File: src/rtl/regfile_pkg.sv
// Shared definitions for the multi-port register file.
// Build option: REGFILE_ZERO_REG_EN makes register 0 a hardwired zero.
package regfile_pkg;
  localparam int DEF_ADDR_W = 4;
  localparam int NUM_REGS   = 2 ** DEF_ADDR_W;
  localparam int MAX_WR     = 4;

`ifdef REGFILE_ZERO_REG_EN
  localparam bit ZERO_REG = 1'b1;
`else
  localparam bit ZERO_REG = 1'b0;
`endif

  // LSB offset of port idx inside a flat bus of w-bit fields
  function automatic int sliceLsb(input int idx, input int w);
    return idx * w;
  endfunction

  // Highest set bit wins: higher write-port index has priority
  function automatic logic [1:0] winPort(input logic [MAX_WR-1:0] hit);
    winPort = '0;
    for (int k = 0; k < MAX_WR; k++)
      if (hit[k]) winPort = 2'(k);
  endfunction
endpackage

File: src/rtl/regfile_rd_port.sv
// One read port: storage mux, write bypass and bypass-qualified pending flag.
// Under REGFILE_ZERO_REG_EN, address 0 reads as 0 and never pending.
module regfile_rd_port
  import regfile_pkg::*;
#(
  parameter int DATA_W = 16,
  parameter int ADDR_W = 4,
  parameter int NUM_WR = 1,
  localparam int NREGS = 1 << ADDR_W
) (
  input  logic [ADDR_W-1:0]              addr,
  input  logic [NREGS-1:0][DATA_W-1:0]   regs,
  input  logic [NREGS-1:0]               pending,
  input  logic [NUM_WR-1:0]              wrEff,
  input  logic [NUM_WR-1:0][ADDR_W-1:0]  wrAddr,
  input  logic [NUM_WR-1:0][DATA_W-1:0]  wrData,
  output logic [DATA_W-1:0]              rdData,
  output logic                           rdPending
);
  logic [NUM_WR-1:0] hit;
  logic [MAX_WR-1:0] hitExt;
  logic [1:0]        win;
  logic [DATA_W-1:0] byp;

  always_comb begin
    hit    = '0;
    hitExt = '0;
    byp    = '0;
    for (int w = 0; w < NUM_WR; w++)
      hit[w] = wrEff[w] && (wrAddr[w] == addr);
    hitExt[NUM_WR-1:0] = hit;
    win = winPort(hitExt);
    for (int w = 0; w < NUM_WR; w++)
      if (win == 2'(w)) byp = wrData[w];
    rdData    = (|hit) ? byp : regs[addr];
    // data arriving this cycle is valid, so no stall on it
    rdPending = pending[addr] & ~(|hit);
    if (ZERO_REG && addr == '0) begin
      rdData    = '0;
      rdPending = 1'b0;
    end
  end
endmodule

File: src/rtl/regfile_mp.sv
// Parametrised multi-port register file with write bypass and pending scoreboard.
// Build option: REGFILE_ZERO_REG_EN hardwires register 0 to zero.
module regfile_mp
  import regfile_pkg::*;
#(
  parameter int DATA_W = 16,
  parameter int ADDR_W = 4,
  parameter int NUM_RD = 2,
  parameter int NUM_WR = 1
) (
  input  logic                       clk,
  input  logic                       rst,
  input  logic [NUM_RD*ADDR_W-1:0]   rd_addr,
  output logic [NUM_RD*DATA_W-1:0]   rd_data,
  output logic [NUM_RD-1:0]          rd_pending,
  input  logic [NUM_WR-1:0]          wr_en,
  input  logic [NUM_WR*ADDR_W-1:0]   wr_addr,
  input  logic [NUM_WR*DATA_W-1:0]   wr_data,
  input  logic                       rsv_en,
  input  logic [ADDR_W-1:0]          rsv_addr,
  output logic                       busy_any
);
  localparam int NREGS = 1 << ADDR_W;

  logic [NREGS-1:0][DATA_W-1:0]  regs;
  logic [NREGS-1:0]              pending;
  logic [NUM_WR-1:0]             wrEff;
  logic [NUM_WR-1:0][ADDR_W-1:0] wrAddrV;
  logic [NUM_WR-1:0][DATA_W-1:0] wrDataV;
  logic                          rsvEff;

  // Writes are squashed while in reset so nothing bypasses to the read ports
  always_comb begin
    for (int w = 0; w < NUM_WR; w++) begin
      wrAddrV[w] = wr_addr[sliceLsb(w, ADDR_W) +: ADDR_W];
      wrDataV[w] = wr_data[sliceLsb(w, DATA_W) +: DATA_W];
      wrEff[w]   = wr_en[w] && rst && (!ZERO_REG || wrAddrV[w] != '0);
    end
    rsvEff = rsv_en && rst && (!ZERO_REG || rsv_addr != '0);
  end

  // Loop order gives the highest port the last word; reserve after clear keeps it pending
  always_ff @(posedge clk or negedge rst) begin
    if (!rst) begin
      regs    <= '0;
      pending <= '0;
    end else begin
      for (int w = 0; w < NUM_WR; w++) begin
        if (wrEff[w]) begin
          regs[wrAddrV[w]]    <= wrDataV[w];
          pending[wrAddrV[w]] <= 1'b0;
        end
      end
      if (rsvEff) pending[rsv_addr] <= 1'b1;
    end
  end

  assign busy_any = |pending;

  for (genvar i = 0; i < NUM_RD; i++) begin : g_rd
    regfile_rd_port #(
      .DATA_W(DATA_W),
      .ADDR_W(ADDR_W),
      .NUM_WR(NUM_WR)
    ) u_rd (
      .addr     (rd_addr[sliceLsb(i, ADDR_W) +: ADDR_W]),
      .regs     (regs),
      .pending  (pending),
      .wrEff    (wrEff),
      .wrAddr   (wrAddrV),
      .wrData   (wrDataV),
      .rdData   (rd_data[sliceLsb(i, DATA_W) +: DATA_W]),
      .rdPending(rd_pending[i])
    );
  end
endmodule

File: config.mk
export PLATFORM = sky130hd
export DESIGN_NAME = regfile_mp
export DESIGN_NICKNAME = d
export VERILOG_FILES = /design/src/rtl/regfile_pkg.sv /design/src/rtl/regfile_rd_port.sv /design/src/rtl/regfile_mp.sv
export SDC_FILE = /design/constraint.sdc
export NUM_CORES = 1
export LEC_CHECK = 0
export ABC_AREA = 1
export BUFFER_PORTS_ARGS = -buffer_cell sky130_fd_sc_hd__buf_2
export CAP_MARGIN = 10
export CORE_ASPECT_RATIO = 0.5
export CORE_UTILIZATION = 60
export CTS_CLUSTER_SIZE = 16
export DETAILED_ROUTE_END_ITERATION = 8
export PLACE_DENSITY = 0.85
export SYNTH_ARGS = -nofsm -noshare
export SYNTH_HDL_FRONTEND = slang
export SYNTH_SLANG_ARGS = --single-unit
File: constraint.sdc
create_clock -name clk -period 4.54 [get_ports clk]
set_input_delay 0.681 -clock clk [delete_from_list [all_inputs] [get_ports clk]]
set_output_delay 0.681 -clock clk [all_outputs]
set_load 0.005 [all_outputs]
* Word-level counts from Yosys, hierarchy flattened
Index checks and enable logic that the tools add are counted.
Word-level totals: logic and storage cells 58, flip-flop bits (word level) 272, output and inout port bits 35, bits of input ports 36
Operators by class: eq/ne operators 2, mux-type cells 19, order comparisons 6, reduce and logical (&&, ||, !) cells 7, bitwise logic cells 7
Operator list (number):
- 256-bit bitwise mux | 1
- 16-bit binary-select mux with 4-bit select | 2
- 16-bit 2-to-1 mux | 7
- 16-bit demux with 4-bit select | 1
- 4-bit by 5-bit < comparator with 1-bit output, second input constant | 4
- 16-bit bitwise AND | 1
- 16-bit inverter | 1
- 16-bit bitwise OR | 1
- 16-bit OR reduction | 1
- 1-bit binary-select mux with 4-bit select | 2
- 1-bit demux with 4-bit select | 2
- 4-bit equality test | 2
- 4-bit by 1-bit greater-or-equal comparator with 1-bit output, second input constant | 2
- 1-bit logical AND | 6
- 1-bit 2-to-1 mux | 4
- 1-bit bitwise AND | 2
- 1-bit inverter | 2

* Longest topological paths before layout
Gate-level depths: netlist of run 1.
depth after elaboration 9, mapped depth 12, gate-level depth less buffers 8

* By module
Synthesis of run 1 repeated with hierarchy kept, for this count alone.
Second synthesis, totals: cells, all modules 3018, area, all modules 18751.7 µm²
Modules (own cells, without submodules):
- regfile_mp | sequential area each 6806.5 µm², area an instance 11279.6 µm², times used 1, cells an instance 1264
- regfile_rd_port | sequential area each 0.0 µm², area an instance 3736.1 µm², times used 2, cells an instance 877

* Worst setup path before layout of run 1
No wires, ideal clock.
kind input port to output port, start point in rd_addr[0], end point out rd_pending[0], stages on the path 12, slack 2.140 ns, path buffers 4, data arrival time 1.719 ns, data required time 3.859 ns, cells stage by stage buf_2 > inv_2 > buf_2 > buf_4 > nand2_1 > nand3_1 > nand3_1 > nand2_1 > nand2_1 > nand2_1 > nor2_1 > buf_4
Between the ends: word-level cells in the longest chain between the ends 4, elaborated cells on any way between the ends 6, classes of those cells 1 x eq/ne; 2 x mux; 2 x bitwise; 1 x reduce/logical
RTL lines:
- start: declaration | RTL line regfile_mp.sv:13 | input logic [NUM_RD*ADDR_W-1:0] rd_addr,
- branches (longest 3 deep; another with 1-bit binary-select mux with 4-bit select)
- 1-bit bitwise AND (*) | RTL line regfile_rd_port.sv:37 | rdPending = pending[addr] & ~(|hit);
- end: declaration | RTL line regfile_mp.sv:15 | output logic [NUM_RD-1:0] rd_pending,
Every way passes the cells marked *. The select of a mux whose other input is x is not followed.

* Worst setup path in the final report of run 1
start point in rst, end point out rd_data[2]
Between the ends: word-level cells in the longest chain between the ends 3
RTL lines:
- start: declaration | RTL line regfile_mp.sv:12 | input logic rst,
- 1-bit logical AND | RTL line regfile_mp.sv:37 | wrEff[w] = wr_en[w] && rst && (!ZERO_REG || wrAddrV[w] != '0);
- 1-bit logical AND | RTL line regfile_rd_port.sv:30 | hit[w] = wrEff[w] && (wrAddr[w] == addr);
- 16-bit 2-to-1 mux | RTL line regfile_rd_port.sv:35 | rdData = (|hit) ? byp : regs[addr];
- end: declaration | RTL line regfile_mp.sv:14 | output logic [NUM_RD*DATA_W-1:0] rd_data,
No other way between the ends.

==> results of run 1 <==
==> through the flow <==
| step | hold slack, ns | std cells | setup WS (ns) |
|---|---|---|---|
| 2_1_floorplan | 0.385 | 2503 | 2.14 |
| 3_3_place_gp | 0.465 | 2785 | 0.751 |
| 3_5_place_dp | 0.473 | 2785 | 0.711 |
| 4_1_cts | 0.479 | 2833 | 0.618 |
| 5_1_grt | 0.502 | 2833 | 0.405 |
| 6_report | 0.484 | 2833 | 0.516 |
==> state kept, by name (all words and copies together), names as in the netlist <==
name and cells:
regs 256, pending 16
==> repair_timing <==
action / 4_1_cts / 5_1_grt
hold buffers: 1 / 0
resized for setup: 0 / 0
endpoints found under the hold margin: 22 / 0
==> cells in the final DEF, fill, tap and decap left out, types with 4 or more instances in the layout <==
| master | instances |
|---|---|
| nand2_1 | 948 |
| nand3_1 | 480 |
| inv_1 | 290 |
| dfrtp_1 | 272 |
| o21ai_0 | 264 |
| buf_2 | 67 |
| buf_4 | 43 |
| clkbuf_16 | 27 |
| nor2_1 | 12 |
| o21ai_1 | 12 |
| o211ai_1 | 11 |
| clkinv_1 | 5 |
| clkinv_2 | 5 |
| clkbuf_8 | 5 |
| inv_2 | 4 |
| nor3_2 | 4 |
| nor4_1 | 4 |
==> cells by family after synthesis <==
| family | count (synthesis) | synth area share |
|---|---|---|
| compound gates | 293 | 0.0920 |
| xor+xnor | 1 | 0.000532 |
| buf+inv | 482 | 0.121 |
| flops | 272 | 0.413 |
| simple gates | 1455 | 0.373 |
==> worst min-delay path, cell delays in order (launching register included) <==
cell and delay [ns]:
dfrtp_1 0.34, nand2_1 0.05, o21ai_0 0.06
==> power by group through the flow <==
stage	registers, mW	clock network, mW	logic [mW]
2_1_floorplan	3.10	0	1.23
3_3_place_gp	3.15	0	1.58
3_5_place_dp	3.16	0	1.64
4_1_cts	3.13	2.32	1.65
5_1_grt	3.19	2.42	1.93
6_report	3.14	2.31	1.68
==> path summary, 6_finish.rpt <==
| path | startpoint | endpoint | slack (ns) |
|---|---|---|---|
| worst max-delay path | rst | rd_data[2] | 0.52 |
| worst min-delay path | regs[231] | regs[231] | 0.48 |
| worst max register to register | regs[65] | regs[65] | 3.81 |
| worst min register to register | regs[231] | regs[231] | 0.48 |
| max in group asynchronous | rst | regs[217] | 2.06 |
| min in group asynchronous | rst | regs[211] | 0.55 |
==> routing by layer <==
layer | up-vias | routed length, um | GRT usage
met1 | 7832 | 20200 | 0.522
met4 | 0 | 2770 | 0.187
met3 | 228 | 7330 | 0.0950
met5 | - | 0 | 0
li1 | 7811 | - | -
met2 | 1187 | 22000 | 0.561
==> final cells by class <==
cell class	count	area share
flip-flops and latches	272	0.386
clock buffers	35	0.0429
repair buffers	112	0.0388
inverters	301	0.0644
multi-input cells	1749	0.435
clock inverters	12	0.00830
well taps	352	0.0250
==> impl_metrics.csv, run 1 <==
group,metric,value,unit
synth,synth_area_leaders,"dfrtp_1, nand2_1, nand3_1",
sta,rsz0062_at_grt,"false",
cells_and_area,fin_area,17600,um^2
global_routing,grt_usage,0.379,
power_and_ir_drop,total_power,7.13,mW
flow_run,cap_violations,0,
global_routing,grt_pass1_wl,84000,um
sta,setup-tns-final,0,ns
power_and_ir_drop,powerDensity,404,nW/um^2
clocking,worstSkewPairLatency,0.54,ns
place,io_buffers,70,
clocking,clkTransAtPathRegs,0.06,ns
sta,slew_headroom,0.256,
worst_setup_path,criticalPathCategory,"in2out",
synth,syn-num-nets,2539,
synth,yosys.area.top_type,"dfrtp_1",
sta,worst_pin_slew,1.12,ns
detailed_routing,totalWireLength,52300,um
synth,ys_types,30,
worst_setup_path,cp_top_family,"simple AND/OR/NAND/NOR gates",
detailed_routing,firstDrtPassIters,6,
synth,synth_top_area_frac,0.413,
global_routing,grt_pass1_vias,15600,
hold_path,holdPathStages,2,
synth,synth.most_common_cell,"nand2_1",
clocking,htree_levels,1,
detailed_routing,drc,0,
power_and_ir_drop,p_sw_frac,0.328,
synth,ys_top_cells_by_count,"nand2_1, nand3_1, inv_1, dfrtp_1, o21ai_0",
synth,ys_ff_latch,272,
power_and_ir_drop,seq_power_share,0.440,
sta,fmax,248,MHz
sta,slew_viol_final,0,
power_and_ir_drop,p_int,4.79,mW
synth,async_reset_ff_frac,1.00,
worst_setup_path,crit_buf_inv,4,
detailed_routing,routedWlPerCell,18.5,um
cells_and_area,antennaDiodeCount,0,
synth,synth_edf_count,0,
cells_and_area,multi_input_area,7660,um^2
place,placed_area,16700,um^2
clocking,clk_path_buf_depth,3,
place,dp_hpwl,31600,um
cells_and_area,drive_gt1_frac,0.0697,
sta,setup_viol,0,
floorplan,io_pins,71,
global_routing,antenna_found_initial,0,
worst_setup_path,setup.worst_path.start_class,"input pin",
synth,synth_warnings,0,
synth,synth_area_per_cell,6.58,um^2
detailed_routing,postRouteAntennaNets,0,
place,place.gp.congestion,0.913,
clocking,cts_sinks,272,
sta,finClkSkew,0,ns
global_routing,grt_overflow,0,
sta,hold_viol_final,0,
worst_setup_path,crit_path_frequent_cell,"nand2_1",
power_and_ir_drop,pwr-share-comb,0.236,
clocking,cts_setup_buffers,0,
power_and_ir_drop,p_leak,9.37,nW
sta,period_minus_slack,4.02,ns
detailed_routing,num_vias,17100,
floorplan,core,26700,um^2
power_and_ir_drop,p_sw,2.34,mW
worst_setup_path,cp_slowest_cell,"nor2_4",
clocking,cts_tree,"done",
floorplan,fp.dieArea,28100,um^2
worst_setup_path,worstPathRequired,3.86,ns
cells_and_area,fin_nets,2498,
status,status,"finished clean",
worst_setup_path,cp_num_cells,10,
synth,ys.flop_type,"dfrtp_1",
worst_setup_path,crit_chain,"dlygate4sd3_1, buf_8, nand2_2, clkinv_1, o21ai_0, nor2_4, nand2_4, nand2_1, nand2_1, buf_2",
hold_path,hold_path.class,"reg2reg",
worst_setup_path,cp.arrival,3.34,ns
global_routing,grt_start_max_net_pins,96,
clocking,numCtsBuffers,26,
detailed_routing,vias_per_cell,6.02,
detailed_routing,drtIter0Drc,2567,
worst_setup_path,critPathMaxStageDelay,0.58,ns
worst_setup_path,r2r_cells,2,
floorplan,fp.dieH,119,um
cells_and_area,final_core_util,0.660,
sta,finalCritPeriodShare,0.886,
worst_setup_path,worstSetupEndpointType,"primary output",
floorplan,row_count,42,
floorplan,die_width,236,um
floorplan,start_util,0.617,
cells_and_area,fillers,2266,
synth,synth_seq_area_share,0.413,
synth,synth_area,16500,um^2
power_and_ir_drop,power_frac_clock,0.324,
power_and_ir_drop,max-vdd-ir-drop,0.330,mV
cells_and_area,area_growth,7.08,%
cells_and_area,regArea,6810,um^2
clocking,cts_root_buffer,"clkbuf_16",
worst_setup_path,critPathMaxFanout,25,
synth,postSynthCellCount,2503,
Note: power is estimated with default switching activity, not from simulation.
==> run 2: changes to the inputs <==
- CTS_BUF_LIST: unset -> sky130_fd_sc_hd__clkbuf_8 sky130_fd_sc_hd__clkbuf_16
==> run 2 against run 1 <==
  * Routed wire length is essentially flat
  * Sequential share of layout area stayed put
  * Clock skew is the same
  * Clock power about the same
  * Die area unchanged
  * Maximum frequency barely moved
  * Setup slack gained 0.0036 ns
  * Non-clock buffer count stayed put
  * Count of clock-buffer cells in the layout is 3 lower
  * Highest routed layer unchanged
  * Combinational power hardly changed
==> impl_metrics.csv, run 2 (synthesis gave the netlist of run 1 again) <==
group,metric,value,unit
place,dp_hpwl,31600,um
cells_and_area,drive_gt1_frac,0.0697,
sta,rsz0062_at_grt,"false",
detailed_routing,wl_met3,7530,um
power_and_ir_drop,p_int,4.78,mW
cells_and_area,layout_common_cells,"nand2_1, nand3_1, inv_1",
floorplan,die_width,236,um
floorplan,io_pins,71,
power_and_ir_drop,p_sw,2.33,mW
cells_and_area,fin_area,17600,um^2
sta,finalCritPeriodShare,0.886,
power_and_ir_drop,total_power,7.12,mW
worst_setup_path,r2r_start,"regs[65]",
power_and_ir_drop,pwr-share-comb,0.236,
power_and_ir_drop,power_frac_clock,0.323,
floorplan,fp.dieArea,28100,um^2
cells_and_area,stdcell_count,2833,
sta,setup_viol,0,
global_routing,grt_pass1_wl,84000,um
detailed_routing,postRouteAntennaNets,0,
clocking,cts_sinks,272,
worst_setup_path,criticalPathCategory,"in2out",
detailed_routing,drtIter0Drc,2558,
detailed_routing,drt-met1-wl,20000,um
place,place_inst,2785,
worst_setup_path,critPathMaxFanout,25,
cells_and_area,final_common_cell,"nand2_1",
clocking,cts_root_buffer,"clkbuf_16",
detailed_routing,vias_per_cell,6.02,
clocking,numCtsBuffers,26,
hold_path,worstHoldStart,"regs[231]",
global_routing,grt_usage,0.379,
sta,fmax,249,MHz
power_and_ir_drop,p_leak,9.39,nW
worst_setup_path,worstPathRequired,3.86,ns
clocking,worstSkewPairLatency,0.54,ns
floorplan,start_util,0.617,
status,status,"finished clean",
worst_setup_path,cp.arrival,3.34,ns
clocking,clkTransAtPathRegs,0.06,ns
floorplan,row_count,42,
sta,setup-tns-final,0,ns
detailed_routing,totalWireLength,52300,um
floorplan,core,26700,um^2
worst_setup_path,critPathMaxStageDelay,0.58,ns
clocking,cts_tree,"done",
detailed_routing,wl_met2,22000,um
cells_and_area,area_growth,7.08,%
cells_and_area,largest_reg_flops,256,
place,io_buffers,70,
cells_and_area,fillers,2266,
clocking,htree_levels,1,
global_routing,antenna_found_initial,0,
place,placed_area,16700,um^2
cells_and_area,largest-register,"regs",
worst_setup_path,setup.worst_path.start_class,"input pin",
sta,worst_pin_slew,1.11,ns
detailed_routing,routedWlPerCell,18.5,um
worst_setup_path,cp_slowest_cell,"nor2_4",
clocking,clk_path_buf_depth,3,
sta,slew_headroom,0.258,
sta,period_minus_slack,4.02,ns
floorplan,fp.dieH,119,um
worst_setup_path,worstSetupEndpointType,"primary output",
hold_path,hold_path.class,"reg2reg",
power_and_ir_drop,seq_power_share,0.441,
global_routing,grt_overflow,0,
global_routing,grt_pass1_vias,15600,
cells_and_area,reg_top3,"regs x256, pending x16",
worst_setup_path,crit_chain,"dlygate4sd3_1, buf_8, nand2_2, clkinv_1, o21ai_0, nor2_4, nand2_4, nand2_1, nand2_1, buf_2",
place,place.gp.congestion,0.913,
power_and_ir_drop,p_sw_frac,0.328,
power_and_ir_drop,powerDensity,404,nW/um^2
sta,slew_viol_final,0,
worst_setup_path,crit_path_frequent_cell,"nand2_1",
cells_and_area,antennaDiodeCount,0,
worst_setup_path,cp_top_family,"simple AND/OR/NAND/NOR gates",
sta,finClkSkew,0,ns
detailed_routing,drc,0,
cells_and_area,fin_nets,2498,
flow_run,cap_violations,0,
detailed_routing,firstDrtPassIters,8,
worst_setup_path,crit_buf_inv,4,
sta,hold_viol_final,0,
detailed_routing,maxUsedRoutingLayer,"met4",
detailed_routing,num_vias,17100,
global_routing,grt_start_max_net_pins,96,
power_and_ir_drop,max-vdd-ir-drop,0.328,mV
worst_setup_path,cp-startpoint,"rst",
## run 2: changes by cell type in the layout (fill, tap and decap cells not counted)
cell	delta
inv_1	+3
clkbuf_1	-3
## run 2: per-layer routing
| layer | global-route usage | up-vias |
|---|---|---|
| li1 | - | 7808 |
| met1 | 0.522 | 7800 |
| met2 | 0.561 | 1220 |
| met3 | 0.0950 | 229 |
| met4 | 0.187 | 0 |
| met5 | 0 | - |
## run 2: stage by stage
| step | hold slack (ns) | util | setup WS [ns] |
|---|---|---|---|
| 6_report | 0.485 | 0.660 | 0.519 |
| 5_1_grt | 0.502 | 0.660 | 0.405 |
| 4_1_cts | 0.479 | 0.660 | 0.618 |
| 3_5_place_dp | 0.473 | 0.626 | 0.711 |
| 3_3_place_gp | 0.465 | 0.626 | 0.751 |
| 2_1_floorplan | 0.385 | - | 2.14 |
## run 2: worst paths after layout
check,endpoint,slack [ns],depth (start not counted)
max reg2reg,regs[65],3.81,2
max,rd_data[2],0.52,10
max in group asynchronous,regs[170],2.07,4
min reg2reg,regs[231],0.48,2
min in group asynchronous,regs[211],0.56,2
min,regs[231],0.48,2
## run 2: repair_timing
action	4_1_cts	5_1_grt
hold endpoints to repair	22	0
gates resized for setup	0	0
buffers inserted	0	0
endpoints found under the setup margin	0	0
hold buffers	1	0
## run 2: area by class of cell
cell class / count / area, um^2 / area share
multi-input combinational: 1749 / 7660 / 0.435
sequential: 272 / 6810 / 0.386
inverter: 301 / 1130 / 0.0644
clock buffer: 32 / 744 / 0.0422
timing repair buffer: 112 / 683 / 0.0388
tap: 352 / 440 / 0.0250
clock inverter: 15 / 158 / 0.00894
## run 2: power groups by stage
stage | logic (mW) | clock network, mW | registers [mW]
6_report | 1.68 | 2.30 | 3.14
5_1_grt | 1.93 | 2.42 | 3.19
4_1_cts | 1.65 | 2.31 | 3.13
3_5_place_dp | 1.64 | 0 | 3.16
3_3_place_gp | 1.58 | 0 | 3.15
2_1_floorplan | 1.23 | 0 | 3.10
## run 2: worst reg2reg max path, delay by kind of cell (launching register included)
kind	cells	cell delay [ns]
compound gates	1	0.11
flops	1	0.40
simple gates	1	0.07
